[src/rtl/sliding_window_gen.sv]
// Sliding NxN window generator: raster-order pixel stream in, packed NxN windows out.
// N-1 line buffers hold the previous rows; the output is a single registered stage with pass-through ready.
module sliding_window_gen #(
  parameter int N          = 3,
  parameter int BitSize    = 8,
  parameter int ImageWidth = 16
) (
  input  logic                   clk,
  input  logic                   res_n,
  input  logic                   in_valid,
  input  logic [BitSize-1:0]     in_data,
  output logic                   in_ready,
  output logic                   out_valid,
  output logic [N*N*BitSize-1:0] out_data,
  output logic                   out_last,
  input  logic                   out_ready
);
  localparam int CW = (ImageWidth > 1) ? $clog2(ImageWidth) : 1;
  localparam int WW = N*N*BitSize;
  localparam logic [CW-1:0] LastIdx = CW'(ImageWidth-1);

  logic [CW-1:0]      row_q, row_d, col_q, col_d;
  logic               out_valid_q, out_valid_d;
  logic               out_last_q, out_last_d;
  logic [WW-1:0]      out_data_q, out_data_d;
  logic [WW-1:0]      win_q, win_d;
  logic [BitSize-1:0] new_col [N];
  logic               accept, pos_ok, emit, at_end;

  assign in_ready = !out_valid_q || out_ready;
  assign accept   = in_valid && in_ready;
  assign emit     = accept && pos_ok;
  assign at_end   = (row_q == LastIdx) && (col_q == LastIdx);

  // new_col[r] feeds window row r; row 0 is the oldest image row.
  if (N > 1) begin : g_lb
    localparam logic [CW-1:0] FirstOut = CW'(N-1);
    logic [BitSize-1:0] lb_q [N-1][ImageWidth];

    always_ff @(posedge clk) begin
      if (accept) begin
        lb_q[0][col_q] <= in_data;
        for (int unsigned k = 1; k < N-1; k++) begin
          lb_q[k][col_q] <= lb_q[k-1][col_q];
        end
      end
    end

    always_comb begin
      for (int unsigned r = 0; r < N-1; r++) begin
        new_col[r] = lb_q[N-2-r][col_q];
      end
      new_col[N-1] = in_data;
    end

    assign pos_ok = (row_q >= FirstOut) && (col_q >= FirstOut);
  end else begin : g_nolb
    assign new_col[0] = in_data;
    assign pos_ok     = 1'b1;
  end

  always_comb begin
    win_d = win_q;
    for (int unsigned r = 0; r < N; r++) begin
      for (int unsigned c = 0; c + 1 < N; c++) begin
        win_d[(r*N+c)*BitSize +: BitSize] = win_q[(r*N+c+1)*BitSize +: BitSize];
      end
      win_d[(r*N+N-1)*BitSize +: BitSize] = new_col[r];
    end
  end

  always_ff @(posedge clk) begin
    if (accept) begin
      win_q <= win_d;
    end
  end

  always_comb begin
    row_d       = row_q;
    col_d       = col_q;
    out_valid_d = out_valid_q;
    out_last_d  = out_last_q;
    out_data_d  = out_data_q;
    if (accept) begin
      if (col_q == LastIdx) begin
        col_d = '0;
        row_d = (row_q == LastIdx) ? '0 : row_q + 1'b1;
      end else begin
        col_d = col_q + 1'b1;
      end
    end
    // A stalled output (valid && !ready) holds because in_ready is low.
    if (emit) begin
      out_valid_d = 1'b1;
      out_last_d  = at_end;
      out_data_d  = win_d;
    end else if (in_ready) begin
      out_valid_d = 1'b0;
      out_last_d  = 1'b0;
    end
  end

  always_ff @(posedge clk or negedge res_n) begin
    if (!res_n) begin
      row_q       <= '0;
      col_q       <= '0;
      out_valid_q <= 1'b0;
      out_last_q  <= 1'b0;
      out_data_q  <= '0;
    end else begin
      row_q       <= row_d;
      col_q       <= col_d;
      out_valid_q <= out_valid_d;
      out_last_q  <= out_last_d;
      out_data_q  <= out_data_d;
    end
  end

  assign out_valid = out_valid_q;
  assign out_last  = out_last_q;
  assign out_data  = out_data_q;
endmodule

[config.mk]
export PLATFORM = sky130hd
export DESIGN_NAME = sliding_window_gen
export DESIGN_NICKNAME = d
export VERILOG_FILES = /design/src/rtl/sliding_window_gen.sv
export SDC_FILE = /design/constraint.sdc
export NUM_CORES = 1
export LEC_CHECK = 0
export ABC_CLOCK_PERIOD_IN_PS = 10100
export CAP_MARGIN = 30
export CORE_MARGIN = 10
export CORE_UTILIZATION = 60
export CTS_CLUSTER_DIAMETER = 60
export DETAILED_ROUTE_END_ITERATION = 8
export GPL_ROUTABILITY_DRIVEN = 0
export PLACE_DENSITY = 0.81
export SKIP_CTS_REPAIR_TIMING = 1
export SYNTH_ARGS = -nofsm -noshare
export SYNTH_HDL_FRONTEND = slang
export SYNTH_SLANG_ARGS = --single-unit
[constraint.sdc]
create_clock -name clk -period 10.1 [get_ports clk]
set_input_delay 1.01 -clock clk [delete_from_list [all_inputs] [get_ports clk]]
set_output_delay 1.01 -clock clk [all_outputs]
set_load 0.005 [all_outputs]
==> results.py <==
metrics = {
    "synth": {
        "synth_seq_cells": 386,
        "synth_compound_area_share_pct": 0.345,
        "synthTopCellsByArea": "edfxtp_1 63%, dfrtp_1 14%, mux4_2 9.9%, mux2_1 4.3%, mux2i_1 3.4%",
        "yosysSeqAreaShare_pct": 77.2,
        "synth_edf_count": 304,
        "synth_fp_nets": 680,
        "synth_area_mm2": 0.0145,
        "synth.top_cell.area_share_pct": 63.0,
        "ys.flop_type": "edfxtp_1",
        "yosysUniqueCellTypes": 29,
        "yosysWarningCount": 0,
        "syn_avg_cell_area_um2": 21.9,
        "synth_top_family_by_area": "multiplexers",
        "muxShareOfSynthArea_pct": 18.9,
        "async_reset_ff_share_pct": 21.2,
        "synthCells": 662,
        "synth-xor-area-share_pct": 0.181,
        "synthSimpleGateAreaFrac_pct": 1.36,
        "post-synth-top-area-cell": "edfxtp_1",
        "synth-adder-area-share_pct": 0.518,
    },
    "floorplan": {
        "ios": 87,
        "core_mm2": 0.0236,
        "die_h_um": 175,
        "rows": 56,
        "fp.dieW_um": 175,
        "dieArea_mm2": 0.0308,
        "initial_core_util_pct": 61.4,
    },
    "critical_path": {
        "crit_required_ns": 9.09,
        "worstSetupPathType": "in2out",
        "crit_family": "buffers and inverters",
        "max_stage_delay_ns": 0.50,
        "critPathBufInv": 3,
        "arrival_ns": 2.57,
        "crit_top_cell": "clkdlybuf4s50_1",
        "worst-path-max-fanout": 4,
        "cp_cell_sequence": "clkdlybuf4s50_1 -> nor2b_1 -> inv_1 -> clkdlybuf4s50_1",
        "crit_slowest_cell": "nor2b_1",
        "worst_setup_path_start_kind": "input port",
        "cp-end-kind": "output port",
    },
    "power_and_ir_drop": {
        "p_int_uw": 3950,
        "sw_frac_of_total_pct": 29.2,
        "share_seq_of_total_power_pct": 44.1,
        "power_uw": 5580,
        "power.switching_uw": 1630,
        "combPwrFrac_pct": 30.1,
        "p_per_area_mw_per_mm2": 324,
        "peakVddDrop_mv": 0.204,
        "power_leakage_uw": 0.00601,
        "pwr-share-clk_pct": 25.8,
    },
    "route": {
        "wirelength_um": 30200,
        "dr.pass1.iters": 4,
        "avgRoutedWirePerCell_um": 26.7,
        "drt_iter0_drc": 606,
        "drc": 0,
        "ant_nets": 0,
        "vias": 6928,
        "vias_per_cell": 6.13,
    },
    "clock_tree": {
        "path_clk_slew_ns": 0.06,
        "tritoncts": "built",
        "clk_path_buf_depth": 3,
        "numCtsBuffers": 38,
        "root_buffer": "clkbuf_16",
        "clock_sinks": 386,
        "h-tree-depth": 2,
        "clk_latency_ns": 0.53,
    },
    "global_route": {
        "grt_pass1_vias": 7455,
        "grt_overflow": 0,
        "grt_max_degree": 74,
        "grt_pass1_wl_um": 46000,
        "antenna_found_initial": 0,
        "grt.total_usage_pct": 19.6,
    },
    "sta": {
        "final_hold_viol_count": 0,
        "fmax_mhz": 280,
        "fin_crit_ns": 3.58,
        "finClkSkew_ns": 0.0154,
        "worst_pin_slew_ns": 1.07,
        "setup_tns_ns": 0,
        "slew-limit-headroom_pct": 27.6,
        "fin_crit_sh_pct": 35.4,
        "slew_violations": 0,
        "grt_setup_unrepaired": "no",
        "setup_viol": 0,
    },
    "place": {
        "placed_cells": 1052,
        "port_buffers": 86,
        "dp_hpwl_um": 17300,
    },
    "layout": {
        "drive_above_1_share_pct": 22.4,
        "nets": 801,
        "antenna_cells": 0,
        "final_cells": 1131,
        "area.growth.synth_to_final_pct": 18.8,
    },
    "worst_hold_path": {
        "hp-class": "in2async",
    },
    "flow_run": {
        "cap_violations": 0,
    },
    "run_status": {
        "status": "complete, no violations",
    },
}
-- through the flow --
step / util, % / setup slack [ns] / area, um^2 / hold slack (ns)
2_1_floorplan: - / 5.34 / 14500 / 0.419
3_3_place_gp: 66.6 / 6.15 / 15700 / 0.423
3_5_place_dp: 66.8 / 5.94 / 15800 / 0.429
4_1_cts: 72.2 / 6.51 / 17000 / 0.301
5_1_grt: 72.9 / 6.43 / 17200 / 0.307
6_report: 72.9 / 6.52 / 17200 / 0.314
-- per-layer routing --
metal	up-vias	share of wire (%)	wire length, um	GRT usage, %
met5	-	0	0	0
met4	0	2.7	825	6.75
met3	73	7.3	2200	4.35
met2	308	50	15100	32.4
met1	3644	40	12100	25.4
li1	2903	-	-	-
-- synthesized netlist by cell type, types with 2 or more instances --
cell and instances:
dfrtp_1 82, edfxtp_1 304, nand2_2 2, inv_2 2, mux2_1 55, buf_6 6, buf_4 8, nand3_1 2
nor4_1 2, nand2b_1 2, mux4_2 64, o21ai_0 3, inv_1 5, mux2_2 17, nor2_1 15, buf_2 9
ha_1 6, nor3_1 6, buf_1 4, mux2i_1 49, a22o_1 2, nand2_1 8, xnor2_1 3
-- state kept, by name (all words and copies together) (netlist names) --
name	count
g_lb.lb_q	256
out_data	72
win_q	48
col_q	4
row_q	4
out_last	1
out_valid	1
-- cell type report --
type	instances	area [um^2]
inverters	7	26.3
repair buffers	109	1130
clock buffers	52	1080
clock inverters	17	204
fillers	1317	6400
well taps	319	399
multi-input cells	241	3180
flip-flops and latches	386	11200
-- placed cells by master, fill, tap and decap left out, drive strengths merged --
master,count
bufinv,5
mux2,72
nand2b,2
nor2,15
inv,7
buf,24
mux2i,49
nor3,6
o21ai,3
a21o,1
clkinvlp,1
edfxtp,304
nand2,10
dfrtp,82
clkdlybuf4s50,85
ha,6
xnor2,3
clkinv,11
nand3,2
nor4,3
a22o,2
nor2b,1
and3,1
a32o,1
mux4,64
clkbuf,52
-- final timing paths --
check	slack, ns	start	endpoint	cells after the start
worst max-delay path	6.52	out_ready	in_ready	4
worst min-delay path	0.31	res_n	out_data[38]	1
worst max register to register	6.66	col_q[3]	out_data[47]	5
worst min register to register	0.44	win_q[43]	win_q[35]	0
max in group asynchronous	9.02	res_n	col_q[2]	3
min in group clk	0.44	win_q[43]	win_q[35]	0
-- logic make-up after synthesis --
family / after synthesis
buffers and inverters: 35
xor gates and xnor gates: 3
AOI/OAI and AO/OA: 7
and+or+nand+nor: 40
DFF: 386
muxes: 185
adders and majority gates: 6
-- power by group through the flow --
stage	logic [uW]	clock network, uW	registers, uW
2_1_floorplan	954	0	2400
3_3_place_gp	1550	0	2460
3_5_place_dp	1650	0	2490
4_1_cts	1680	1460	2470
5_1_grt	1800	1520	2500
6_report	1680	1440	2460
No activity file was read; power rests on OpenSTA's default activity.
